## config.mk

```make
export PLATFORM = sky130hd
export DESIGN_NAME = fb_write_arbiter
export DESIGN_NICKNAME = d
export VERILOG_FILES = /design/src/rtl/fb_arb_pkg.sv /design/src/rtl/fb_write_arbiter_rr_pick.sv /design/src/rtl/fb_write_arbiter.sv
export SDC_FILE = /design/constraint.sdc
export NUM_CORES = 1
export LEC_CHECK = 0
export CAP_MARGIN = 10
export CORE_MARGIN = 1
export CORE_UTILIZATION = 29
export DETAILED_ROUTE_END_ITERATION = 16
export GPL_TIMING_DRIVEN = 0
export PLACE_DENSITY = 0.86
export SYNTH_ARGS = -nofsm -noshare
export SYNTH_HDL_FRONTEND = slang
export SYNTH_SLANG_ARGS = --single-unit
```

## constraint.sdc

```tcl
create_clock -name clk -period 1.7 [get_ports clk]
set_input_delay 0.34 -clock clk [delete_from_list [all_inputs] [get_ports clk]]
set_output_delay 0.34 -clock clk [all_outputs]
set_load 0.03 [all_outputs]
```

## src/rtl/fb_arb_pkg.sv

```systemverilog
// Shared definitions for the framebuffer write-port arbiter: FSM state
// encodings, requester indices and default widths of the paint datapath.
package fb_arb_pkg;

    typedef enum logic [1:0] {
        IDLE    = 2'b00,
        GRANT   = 2'b01,
        RELEASE = 2'b11
    } arb_state_t;

    localparam int REQ_CLEAR  = 0;
    localparam int REQ_BRUSH  = 1;
    localparam int REQ_CURSOR = 2;

    localparam int DEF_N_REQ     = 3;
    localparam int DEF_ADDR_W    = 11;
    localparam int DEF_DATA_W    = 24;
    localparam int DEF_MAX_BURST = 16;

endpackage

```

## src/rtl/fb_write_arbiter_rr_pick.sv

```systemverilog
// Combinational round-robin priority encoder. Scans the request vector
// starting one position after the previous owner and wraps modulo N_REQ,
// so the previous owner is considered last.
module rr_pick #(
    parameter int N_REQ = 3,
    localparam int IW = $clog2(N_REQ)
)(
    input  logic [N_REQ-1:0] req,
    input  logic [IW-1:0]    last,
    output logic             valid,
    output logic [IW-1:0]    pick
);

    // Walk offsets from farthest to nearest so the nearest requester wins
    always_comb begin
        valid = 1'b0;
        pick  = '0;
        for (int off = N_REQ; off >= 1; off--) begin
            automatic int idx;
            idx = (int'(last) + off) % N_REQ;
            if (req[idx]) begin
                valid = 1'b1;
                pick  = IW'(idx);
            end
        end
    end

endmodule

```

## src/rtl/fb_write_arbiter.sv

```systemverilog
// Shares the single framebuffer write port among the paint requesters
// (clear engine, brush, cursor overlay). Round-robin arbitration with
// burst tenure: the owner keeps the port while it requests, but after
// MAX_BURST granted cycles it is preempted if anyone else is waiting.
// A dead RELEASE cycle separates tenures for bus turnaround.
// All state changes on the falling clock edge.
module fb_write_arbiter
    import fb_arb_pkg::*;
#(
    parameter int N_REQ     = DEF_N_REQ,
    parameter int ADDR_W    = DEF_ADDR_W,
    parameter int DATA_W    = DEF_DATA_W,
    parameter int MAX_BURST = DEF_MAX_BURST
)(
    input  logic                       clk,
    input  logic                       rst,
    input  logic [N_REQ-1:0]           req,
    input  logic [N_REQ-1:0]           we_i,
    input  logic [N_REQ*ADDR_W-1:0]    addr_i,
    input  logic [N_REQ*DATA_W-1:0]    data_i,
    output logic [N_REQ-1:0]           gnt,
    output logic                       mem_we,
    output logic [ADDR_W-1:0]          mem_addr,
    output logic [DATA_W-1:0]          mem_wdata,
    output logic                       busy
);

    localparam int IW = $clog2(N_REQ);
    localparam int CW = $clog2(MAX_BURST);
    localparam logic [CW-1:0] BURST_LAST = CW'(MAX_BURST - 1);
    localparam logic [IW-1:0] LAST_RESET = IW'(N_REQ - 1);

    arb_state_t       state;
    arb_state_t       state_n;
    logic [IW-1:0]    owner;
    logic [IW-1:0]    owner_n;
    logic [IW-1:0]    last;
    logic [IW-1:0]    last_n;
    logic [CW-1:0]    burst_cnt;
    logic [CW-1:0]    burst_cnt_n;
    logic [N_REQ-1:0] gnt_n;
    logic [N_REQ-1:0] owner_oh;
    logic             pick_valid;
    logic [IW-1:0]    pick;

    rr_pick #(
        .N_REQ(N_REQ)
    ) u_pick (
        .req   (req),
        .last  (last),
        .valid (pick_valid),
        .pick  (pick)
    );

    // State, tenure bookkeeping and the registered grant, on the falling edge
    always_ff @(negedge clk) begin
        if (rst) begin
            state     <= IDLE;
            owner     <= '0;
            last      <= LAST_RESET;
            burst_cnt <= '0;
            gnt       <= '0;
        end else begin
            state     <= state_n;
            owner     <= owner_n;
            last      <= last_n;
            burst_cnt <= burst_cnt_n;
            gnt       <= gnt_n;
        end
    end

    // Next-state logic: arbitrate in IDLE, count tenure in GRANT, turn around in RELEASE
    always_comb begin
        state_n     = state;
        owner_n     = owner;
        last_n      = last;
        burst_cnt_n = burst_cnt;
        gnt_n       = '0;
        owner_oh    = '0;
        owner_oh[owner] = 1'b1;
        case (state)
            IDLE: begin
                if (pick_valid) begin
                    owner_n     = pick;
                    gnt_n[pick] = 1'b1;
                    burst_cnt_n = '0;
                    state_n     = GRANT;
                end
            end
            GRANT: begin
                gnt_n       = owner_oh;
                burst_cnt_n = burst_cnt + 1'b1;
                if (!req[owner]) begin
                    gnt_n   = '0;
                    state_n = RELEASE;
                end else if (burst_cnt == BURST_LAST) begin
                    if ((req & ~owner_oh) != '0) begin
                        gnt_n   = '0;
                        state_n = RELEASE;
                    end else begin
                        burst_cnt_n = '0;
                    end
                end
            end
            RELEASE: begin
                last_n  = owner;
                state_n = IDLE;
            end
            default: begin
                state_n = IDLE;
            end
        endcase
    end

    // Zero-latency port mux: only the owner's write reaches memory, and only in GRANT
    always_comb begin
        mem_we    = 1'b0;
        mem_addr  = '0;
        mem_wdata = '0;
        if (state == GRANT) begin
            mem_we    = we_i[owner] & req[owner];
            mem_addr  = addr_i[int'(owner)*ADDR_W +: ADDR_W];
            mem_wdata = data_i[int'(owner)*DATA_W +: DATA_W];
        end
    end

    assign busy = (state != IDLE);

endmodule

```

==> results of run 1 <==
-- cell families after synthesis --
group / share of synthesized area (%)
compound gates: 20.6
fa+ha+maj: 3.56
buf+inv: 7.33
flops: 14.8
mux: 24.1
simple gates: 29.7
-- timing repair --
item                       4_1_cts  5_1_grt
setup endpoints to repair       51       51
resized for setup              350       15
gates cloned                     3        2
setup buffers                    8        6
hold buffers                     0        0
pin swaps                       26       31
-- Yosys cell counts, types with 3 or more instances --
library cell,number
nand2b_1,7
clkbuf_1,10
dfxtp_1,13
nand3_1,8
nand2_1,11
a21boi_1,3
nor2_1,75
o22ai_1,3
a21oi_1,42
inv_1,7
o21ai_0,4
buf_2,10
mux2i_1,40
ha_1,5
nor2b_1,6
-- cells in the final DEF (no fill, tap or decap), drive strengths merged --
cell type and instances:
o2bb2ai 1, nor3 2, nand3 8, or2 1, a211oi 1, dfxtp 13
buf 71, ha 5, o22ai 3, clkbuf 14, nand4b 1, nor2 75
nand2 11, mux2i 41, o32a 1, o211ai 2, nor4 1, inv 20
or4 1, o21ai 6, a21boi 3, nor2b 6, nand2b 7, o31ai 1
nand3b 1, o2111ai 1, a2111oi 1, and2 1, o311ai 1, or3 2
and3 1, a21oi 42, clkdlybuf4s50 108
-- area by class of cell --
class                   instances  share of cell area (%)
flip-flops and latches         13                    5.97
repair buffers                169                    39.9
plain buffers                  21                    6.83
inverters                       6                   0.497
multi-input cells             227                    42.7
clock buffers                   3                   0.912
well taps                      72                    1.99
clock inverters                14                    1.16
-- through the flow --
stage,TNS (ns),cells
floorplan,-27.75,269
global placement,-60.67,491
detailed placement,-61.64,491
CTS,-42.52,518
global route,-46.27,525
finish,-43.75,525
-- worst max-delay path, stage by stage (launching register included) --
cell	delay, ns
dfxtp_2	0.35
buf_12	0.16
buf_12	0.13
mux2i_2	0.22
nor2_1	0.09
a21oi_2	0.17
nor2_4	0.06
buf_6	0.13
-- power by group through the flow --
stage          combinational (mW)  clock, mW  sequential, mW
2_1_floorplan               0.788     0.0505           0.352
3_3_place_gp                 1.31     0.0505           0.343
3_5_place_dp                 1.32     0.0505           0.344
4_1_cts                      1.49      0.428           0.345
5_1_grt                      1.63      0.458           0.348
6_report                     1.56      0.428           0.347
-- routing by layer --
layer / vias to the layer above / global-route usage [%] / share of wire (%)
met1: 1252 / 24.2 / 34
met3: 23 / 7.43 / 9.4
met4: 0 / 8.75 / 2.1
met5: - / 0 / 0
li1: 1303 / - / -
met2: 142 / 47.7 / 54
-- state kept, by name, summed over array words and instances, names as in the netlist --
| signal | count |
|---|---|
| burst_cnt | 4 |
| owner | 2 |
| gnt | 3 |
| state | 2 |
| last | 2 |
-- worst paths after layout --
| check | from | endpoint | slack [ns] | cells past startpoint |
|---|---|---|---|---|
| worst max-delay path | owner[1]$_SDFFE_NP0P_ | mem_wdata[18] | -1.14 | 7 |
| worst min-delay path | burst_cnt[0]$_SDFFE_NP0P_ | burst_cnt[0]$_SDFFE_NP0P_ | 0.50 | 1 |
| worst max register to register | last[0]$_SDFFE_NP0N_ | burst_cnt[3]$_SDFFE_NP0P_ | -0.32 | 8 |
| worst min register to register | burst_cnt[0]$_SDFFE_NP0P_ | burst_cnt[0]$_SDFFE_NP0P_ | 0.50 | 1 |
==> reports/metrics.yaml, run 1 <==
global_route:
  track_usage_pct: 24.6
  antenna_found_initial: 0
  grt_pass1_vias: 2672
  grt_pass1_wl_mm: 12.3
  overflow: 0
  grt_max_degree: 11
sta:
  hold_ws_ns: 0.498
  max_slew_margin_pct: 67.0
  fin_skew_ns: 0.0196
  grt_setup_unrepaired: "yes"
  finalMaxSlewViolations: 0
  hold_violations: 0
  worst_slack_ns: -1.14
  tightest_slew_ns: 0.494
  setup_viol: 51
place:
  gp_congestion: 0.769
  hpwl_mm: 5.73
  dpl_cell_area_um2: 3880
  place_ws_ns: -1.33
  portBuffers: 150
clocking:
  clock-sinks: 13
  clk_latency_ns: 0.34
  cts_tree: "yes"
  clk_pin_slew_ns: 0.04
  cts_inserted_buffers: 3
  max-clock-path-buffers: 2
  h-tree-depth: 1
  cts-root-buf: "clkbuf_8"
synthesis:
  synthTopCellsByArea: "mux2i_1 23%, nor2_1 16%, dfxtp_1 15%, a21oi_1 12%, ha_1 3.6%"
  yosys.area.top_type_share_pct: 22.8
  ys_seq_elements: 13
  synth_area_per_cell_um2: 6.54
  async_flop_share_pct: 0
  synthFlopType: "dfxtp_1"
  ys_types: 36
  yosysWarningCount: 0
  synthesis.area_um2: 1760
  synth-edff-count: 0
  syn_inst: 269
  synth_nets: 387
  ys_seq_area_share_pct: 14.8
  synth_area_leader_cell: "mux2i_1"
worst_setup_path:
  start_kind: "register"
  critPathKind: "reg2out"
  cp_max_fo: 7
  crit_path_end_kind: "primary output"
  cp.arrival_ns: 2.50
  cp.required_ns: 1.36
power:
  seq_power_share_pct: 14.9
  cellLeakagePower_nw: 1.74
  p_switching_mw: 1.01
  p_per_area_nw_per_um2: 515
  p_int_mw: 1.32
  power_mw: 2.33
  combPwrFrac_pct: 66.8
  power_frac_clock_pct: 18.4
  ir_drop_mv: 0.342
  sw_frac_of_total_pct: 43.3
final_layout:
  multi_input_area_um2: 1940
  antenna_cells: 0
  post-route-util_pct: 79.8
  register_area_um2: 270
  area_delta_synth_final_pct: 158
  drive_above_1_share_pct: 41.5
  nets: 572
  stdcell_area_um2: 4530
  fill_cells: 363
detailed_routing:
  drc: 0
  drt_iter0_markers: 76
  via_per_inst: 5.18
  drtAntennaViolNets: 0
  routed_wl_mm: 8.77
  avgRoutedWirePerCell_um: 16.7
  dr.pass1.iters: 4
  vias: 2720
die:
  die_w_um: 79.9
  num_rows: 27
  pin_count: 153
  die_height_um: 79.9
  core_um2: 5680
  initial_utilization_pct: 31.0
  fp.dieArea_um2: 6380
hold_path:
  hold_path_class: "reg2reg"
outcome:
  outcome: "complete, but fails checks"
  violations: "negative setup slack"
run:
  cap_viol_max_count: 0
No activity file was read; power rests on OpenSTA's default activity.
==> run 2, diff against run 1 <==
--- a/config.mk
+++ b/config.mk
@@ -7,10 +7,11 @@
 export LEC_CHECK = 0
 export CAP_MARGIN = 10
 export CORE_MARGIN = 1
-export CORE_UTILIZATION = 29
+export CORE_UTILIZATION = 30
 export DETAILED_ROUTE_END_ITERATION = 16
 export GPL_TIMING_DRIVEN = 0
-export PLACE_DENSITY = 0.86
+export PLACE_DENSITY = 0.87
 export SYNTH_ARGS = -nofsm -noshare
 export SYNTH_HDL_FRONTEND = slang
+export SYNTH_HIERARCHICAL = 1
 export SYNTH_SLANG_ARGS = --single-unit
==> run 2 against run 1 <==
Effect of this change: the flow still finishes with violations (negative setup slack); clock power grew 2%; hold slack improved by 0.0069 ns; clock skew increased by 0.00085 ns; die area shrank 1.0%; highest routed layer unchanged; critical path type unchanged; combinational power is 8% higher; critical endpoint is now mem_wdata[22].
==> reports/metrics.yaml, run 2 <==
outcome:
  outcome: "complete, but fails checks"
  violations: "negative setup slack"
worst_setup_path:
  cp_max_fo: 8
  cp.required_ns: 1.36
  critPathKind: "reg2out"
  start_kind: "register"
  rrSetupSlack_ns: -0.45
  r2r-start: "last[1]$_SDFFE_NP1N_"
  crit_path_end_kind: "primary output"
  cp.arrival_ns: 2.53
  r2r_end: "burst_cnt[3]$_SDFFE_NP0P_"
  worst_r2r_path_depth: 11
power:
  ir_drop_mv: 0.337
  p_per_area_nw_per_um2: 520
  cellLeakagePower_nw: 1.82
  power_mw: 2.46
sta:
  setup_viol: 51
  fin_tns_setup_ns: -45.52
  finalMaxSlewViolations: 0
  tightest_slew_ns: 0.339
  max_slew_margin_pct: 77.3
  worst_slack_ns: -1.17
  hold_violations: 0
  grt_setup_unrepaired: "yes"
  fin_skew_ns: 0.0205
die:
  num_rows: 27
  die_w_um: 79.4
  fp.dieArea_um2: 6310
  die_height_um: 79.4
  pin_count: 153
  initial_utilization_pct: 31.9
  core_um2: 5640
clocking:
  cts_inserted_buffers: 3
  cts-root-buf: "clkbuf_8"
  clock-sinks: 13
  max-clock-path-buffers: 2
  cts_tree: "yes"
  clk_pin_slew_ns: 0.04
  h-tree-depth: 1
  clk_latency_ns: 0.34
run:
  cap_viol_max_count: 0
final_layout:
  regMostFlops: "burst_cnt"
  antenna_cells: 0
  mostFrequentLayoutCell: "clkdlybuf4s50_1"
  reg_top3: "burst_cnt x4, gnt x3"
  final_cell_mix: "108 x clkdlybuf4s50_1, 49 x buf_6, 35 x nor2_1, 32 x nor2_4, 29 x mux2i_1"
  fill_cells: 299
  nets: 581
  area_delta_synth_final_pct: 163
  post-route-util_pct: 83.8
  largest_reg_flops: 4
  stdcell_count: 534
  stdcell_area_um2: 4730
  drive_above_1_share_pct: 45.2
synthesis:
  synthTopCellsByArea: "mux2i_1 23%, nor2_1 16%, dfxtp_1 14%, a21oi_1 11%, ha_1 3.5%"
  synthesis.area_um2: 1800
  synthTopCellsByCount: "77 x nor2_1, 41 x a21oi_1, 41 x mux2i_1, 13 x dfxtp_1, 12 x buf_2"
  synth_area_leader_cell: "mux2i_1"
  synth_nets: 392
  ys_seq_area_share_pct: 14.5
  async_flop_share_pct: 0
  synth_area_per_cell_um2: 6.57
  syn_inst: 274
  ys_types: 36
  ys_seq_elements: 13
  synthFlopType: "dfxtp_1"
  synth-edff-count: 0
  yosys.area.top_type_share_pct: 22.8
  synth.most_common_cell: "nor2_1"
  yosysWarningCount: 6
detailed_routing:
  drtAntennaViolNets: 0
  vias: 2793
  avgRoutedWirePerCell_um: 18.0
  routed_wl_mm: 9.63
  via_per_inst: 5.23
  drc: 0
  dr.pass1.iters: 6
  drt_iter0_markers: 114
place:
  dpl.cell_count: 497
  dpl_cell_area_um2: 3890
  hpwl_mm: 5.96
  gp_congestion: 0.847
  portBuffers: 151
global_route:
  grt_max_degree: 11
  antenna_found_initial: 0
  overflow: 0
  grt_pass1_wl_mm: 12.8
  grt_pass1_vias: 2753
  track_usage_pct: 25.8
hold_path:
  worstHoldEndpoint: "last[1]$_SDFFE_NP1N_"
  hold_path_class: "reg2reg"
  hold_depth: 1
  min_from: "last[1]$_SDFFE_NP1N_"
## run 2: changes by cell type in the layout (fill, tap and decap cells not counted), moves of 3 or more
cell / change
a21oi_4: +10
nor2_2: +6
nand3_1: -4
o21ai_2: +3
buf_4: -3
clkbuf_16: +5
nor2_1: -3
a21oi_2: -10
mux2i_1: -3
buf_6: +6
mux2i_2: +4
## run 2: cell type report
class | instances | area [um^2] | share of cell area, %
multi-input cells | 230 | 2030 | 43.0
repair buffers | 172 | 1880 | 39.7
plain buffers | 24 | 342 | 7.22
flip-flops and latches | 13 | 268 | 5.66
well taps | 72 | 90.1 | 1.91
clock inverters | 14 | 52.6 | 1.11
clock buffers | 3 | 41.3 | 0.873
inverters | 6 | 25.0 | 0.529
## run 2: worst max-delay path, cell delays in order (launching register included)
cell	delay, ns
dfxtp_2	0.37
buf_12	0.17
clkbuf_16	0.16
mux2i_1	0.21
nor2_1	0.10
a21oi_4	0.15
nor2_4	0.05
buf_6	0.13
## run 2: logic make-up (layout without fill, tap and decap cells)
family | after synthesis | after routing | synth area share [%]
fa+ha+maj | 5 | 5 | 3.48
mux | 42 | 42 | 23.4
buf+inv | 31 | 219 | 8.41
compound gates | 69 | 69 | 22.8
simple gates | 114 | 114 | 27.4
flops | 13 | 13 | 14.5
## run 2: worst max-delay path by stage
stage                       endpoint                  start  slack [ns]  cells after the start
2_1_floorplan            mem_addr[1]  owner[1]$_SDFFE_NP0P_       -0.65                      6
3_3_place_gp   owner[1]$_SDFFE_NP0P_                 req[0]       -1.36                      8
3_5_place_dp   owner[1]$_SDFFE_NP0P_                 req[0]       -1.40                      8
4_1_cts                       mem_we  owner[0]$_SDFFE_NP0P_       -1.10                      6
5_1_grt                mem_wdata[22]  owner[0]$_SDFFE_NP0P_       -1.22                      7
6_report               mem_wdata[22]  owner[0]$_SDFFE_NP0P_       -1.17                      7
## run 2: per-layer routing
metal	vias to the layer above	GRT usage [%]	share of wire, %
met3	34	5.94	6.2
met2	134	49.2	55
met5	-	0	0
met4	0	11.5	4.0
li1	1324	-	-
met1	1301	26.4	35
## run 2: timing repair
action / in CTS / in global routing
pin swaps: 6 / 43
buffers inserted: 7 / 5
cloned: 3 / 7
hold buffers: 0 / 0
resized for setup: 353 / 49
setup endpoints to repair: 51 / 51
endpoints found under the hold margin: 0 / 0
## run 2: stage by stage
stage / worst slack (ns) / hold slack [ns]
2_1_floorplan: -0.645 / 0.456
3_3_place_gp: -1.36 / 0.480
3_5_place_dp: -1.40 / 0.494
4_1_cts: -1.10 / 0.500
5_1_grt: -1.22 / 0.538
6_report: -1.17 / 0.505
## run 2: report_power, final
| part | leakage, nW | internal (mW) | total, mW | switching, mW |
|---|---|---|---|---|
| registers | 0.108 | 0.326 | 0.339 | 0.0130 |
| logic | 1.62 | 0.861 | 1.68 | 0.822 |
| clock network | 0.0961 | 0.202 | 0.436 | 0.234 |
==> run 3, diff against run 2 <==
--- a/config.mk
+++ b/config.mk
@@ -7,10 +7,10 @@
 export LEC_CHECK = 0
 export CAP_MARGIN = 10
 export CORE_MARGIN = 1
-export CORE_UTILIZATION = 30
+export CORE_UTILIZATION = 35
 export DETAILED_ROUTE_END_ITERATION = 16
 export GPL_TIMING_DRIVEN = 0
-export PLACE_DENSITY = 0.87
+export PLACE_DENSITY = 0.95
 export SYNTH_ARGS = -nofsm -noshare
 export SYNTH_HDL_FRONTEND = slang
 export SYNTH_HIERARCHICAL = 1
==> constraint.sdc (replaced) <==
create_clock -name clk -period 3.4 [get_ports clk]
set_input_delay 0.68 -clock clk [delete_from_list [all_inputs] [get_ports clk]]
set_output_delay 0.68 -clock clk [all_outputs]
set_load 0.03 [all_outputs]
==> run 3 against run 2 <==
Effect of this change: the run now fails in global routing; synthesized cell count did not move; synthesized area did not move.
==> reports/metrics.yaml, run 3 <==
place:
  hpwl_mm: 6.20
  portBuffers: 151
  place_ws_ns: -0.953
  gp_congestion: 0.791
  dpl_cell_area_um2: 3850
synthesis:
  ys_seq_area_share_pct: 14.5
  synthesis.area_um2: 1800
  synthFlopType: "dfxtp_1"
  synth_nets: 392
  synth.most_common_cell: "nor2_1"
  synth_area_per_cell_um2: 6.57
  synthTopCellsByCount: "77 x nor2_1, 41 x a21oi_1, 41 x mux2i_1, 13 x dfxtp_1, 12 x buf_2"
  synth-edff-count: 0
  async_flop_share_pct: 0
  syn_inst: 274
  ys_types: 36
  ys_seq_elements: 13
  yosys.area.top_type_share_pct: 22.8
  yosysWarningCount: 6
  synthTopCellsByArea: "mux2i_1 23%, nor2_1 16%, dfxtp_1 14%, a21oi_1 11%, ha_1 3.5%"
  synth_area_leader_cell: "mux2i_1"
outcome:
  failed_stage: "global routing"
  error_line: "[ERROR DPL-0038] Utilization greater than 100%, impossible to legalize"
  outcome: "did not finish"
clocking:
  hold_buffers: 0
  clock-sinks: 13
  h-tree-depth: 1
  max-clock-path-buffers: 2
  cts_inserted_buffers: 3
  cts-root-buf: "clkbuf_8"
sta:
  worstEndpointType: "primary output"
  worst_endpoint: "mem_wdata[10]"
die:
  initial_utilization_pct: 37.1
  num_rows: 25
  die_w_um: 73.7
  die_height_um: 73.7
  pin_count: 153
global_route:
  grt_max_degree: 11
[run 3: cell counts after synthesis]
No cell type changed its count.
[run 3: stage by stage]
step | cells | hold slack [ns] | utilization, %
floorplan | 274 | 0.467 | -
global placement | 492 | 0.482 | 79.5
detailed placement | 492 | 0.506 | 79.5
CTS | 516 | 0.512 | 90.5
[run 3: timing repair]
action / CTS
pin swaps: 26
setup buffers: 7
endpoints found under the setup margin: 51
gates resized for setup: 345
gates cloned: 1
[run 3: cell families after synthesis]
kind of cell,synth area share (%)
simple gates,27.4
compound gates,22.8
flops,14.5
mux,23.4
fa+ha+maj,3.48
buf+inv,8.41
==> run 4, diff against run 3 <==
--- a/config.mk
+++ b/config.mk
@@ -10,7 +10,7 @@
 export CORE_UTILIZATION = 35
 export DETAILED_ROUTE_END_ITERATION = 16
 export GPL_TIMING_DRIVEN = 0
-export PLACE_DENSITY = 0.95
+export PLACE_DENSITY_LB_ADDON = 0.15
 export SYNTH_ARGS = -nofsm -noshare
 export SYNTH_HDL_FRONTEND = slang
 export SYNTH_HIERARCHICAL = 1
==> run 4 against run 3 <==
Effect of this change: the flow now finishes, with violations (negative setup slack).
==> reports/metrics.yaml, run 4 (synthesis gave the netlist of run 2 again) <==
place:
  hpwl_mm: 6.11
  gp_congestion: 0.829
  portBuffers: 151
  dpl_cell_area_um2: 3850
hold_path:
  hold_path_class: "reg2reg"
detailed_routing:
  wl_met1_mm: 4.03
  avgRoutedWirePerCell_um: 23.4
  vias: 3118
  dr.pass1.iters: 5
  drt_iter0_markers: 239
  dr_wl_met3_mm: 1.29
  routed_wl_mm: 12.2
  dr.max_layer_used: "met4"
  drc: 0
  via_per_inst: 5.96
  drtAntennaViolNets: 0
  dr_wl_met2_mm: 6.06
die:
  die_height_um: 73.7
  core_um2: 4850
  die_w_um: 73.7
  fp.dieArea_um2: 5430
  pin_count: 153
  num_rows: 25
  initial_utilization_pct: 37.1
sta:
  grt_setup_unrepaired: "yes"
  max_slew_margin_pct: 59.3
  hold_ws_ns: 0.518
  worst_slack_ns: -0.758
  fin_skew_ns: 0.0507
  finalMaxSlewViolations: 0
  setup_viol: 44
  fin_tns_setup_ns: -24.65
  tightest_slew_ns: 0.611
  hold_violations: 0
clocking:
  clk_latency_ns: 0.37
  clock-sinks: 13
  cts-root-buf: "clkbuf_8"
  cts_inserted_buffers: 3
  hold_buffers: 0
  h-tree-depth: 1
  cts_tree: "yes"
  clk_pin_slew_ns: 0.04
  max-clock-path-buffers: 2
final_layout:
  nets: 575
  drive_above_1_share_pct: 41.9
  stdcell_area_um2: 4440
  largest_reg_flops: 4
  antenna_cells: 0
  mostFrequentLayoutCell: "clkdlybuf4s50_1"
  regMostFlops: "burst_cnt"
  area_delta_synth_final_pct: 147
  reg_top3: "burst_cnt x4, gnt x3"
  fill_cells: 169
  final_cell_mix: "108 x clkdlybuf4s50_1, 39 x buf_6, 34 x nor2_1, 31 x nor2_4"
worst_setup_path:
  cp_max_fo: 8
  critical_path.max_stage_delay_ns: 0.36
  cp.arrival_ns: 3.48
  crit_path_end_kind: "primary output"
  start_kind: "register"
  worstPathCellList: "buf_12 -> clkbuf_16 -> mux2i_1 -> nor2_1 -> a21oi_2 -> nor2_4 -> buf_6"
  critPathKind: "reg2out"
  slowest_stage: "dfxtp_4"
  cp.required_ns: 2.72
global_route:
  track_usage_pct: 33.2
  grt_max_degree: 11
  overflow: 0
  grt_pass1_vias: 2836
  antenna_found_initial: 0
  grt_pass1_wl_mm: 13.8
outcome:
  outcome: "complete, but fails checks"
  violations: "negative setup slack"
power:
  power_mw: 1.25
  ir_drop_mv: 0.258
  p_per_area_nw_per_um2: 283
  cellLeakagePower_nw: 1.72
run:
  cap_viol_max_count: 0
run 4: repair_timing:
item	in CTS	in global routing
gates resized for setup	300	59
endpoints found under the hold margin	0	0
cloned	2	3
setup buffers	7	3
setup endpoints to repair	51	49
pin swaps	4	22
run 4: through the flow:
stage | instances | util [%] | setup WS (ns)
6_report | 523 | 91.5 | -0.758
5_1_grt | 523 | 91.5 | -0.790
4_1_cts | 517 | 85.4 | -0.576
3_5_place_dp | 492 | 79.5 | -0.982
3_3_place_gp | 492 | 79.5 | -0.949
2_1_floorplan | 274 | - | -0.135
run 4: area by class of cell:
type	count	area [um^2]	area share, %
Inverter	6	22.5	0.508
Sequential cell	13	267	6.01
Clock buffer	3	41.3	0.931
Multi-Input combinational cell	230	1950	43.9
Buffer	24	337	7.59
Clock inverter	14	52.6	1.18
Tap cell	67	83.8	1.89
Timing Repair Buffer	166	1690	38.0
run 4: worst max-delay path, delay by kind of cell (launching register included):
| kind | cells | cell delay [ns] |
|---|---|---|
| simple gates | 2 | 0.17 |
| compound gates | 1 | 0.24 |
| flops | 1 | 0.36 |
| mux | 1 | 0.19 |
| buf+inv | 3 | 0.48 |
run 4: metal layers:
metal | GRT usage [%] | up-vias
met3 | 10.3 | 102
li1 | - | 1310
met2 | 59.9 | 273
met4 | 14.5 | 0
met5 | 0 | -
met1 | 35.1 | 1433
run 4: worst paths after layout:
kind                             startpoint                        end  slack (ns)  cells past startpoint
setup reg to reg       last[1]$_SDFFE_NP1N_      owner[0]$_SDFFE_NP0P_        1.17                     10
hold / removal    burst_cnt[0]$_SDFFE_NP0P_  burst_cnt[0]$_SDFFE_NP0P_        0.52                      2
hold reg to reg   burst_cnt[0]$_SDFFE_NP0P_  burst_cnt[0]$_SDFFE_NP0P_        0.52                      2
setup / recovery      owner[0]$_SDFFE_NP0P_              mem_wdata[16]       -0.76                      7
run 4: power by group:
group	switching, mW	leakage, nW	internal (mW)
Clock	0.151	0.0961	0.102
Combinational	0.431	1.52	0.400
Sequential	0.00759	0.107	0.162
Total	0.589	1.72	0.664
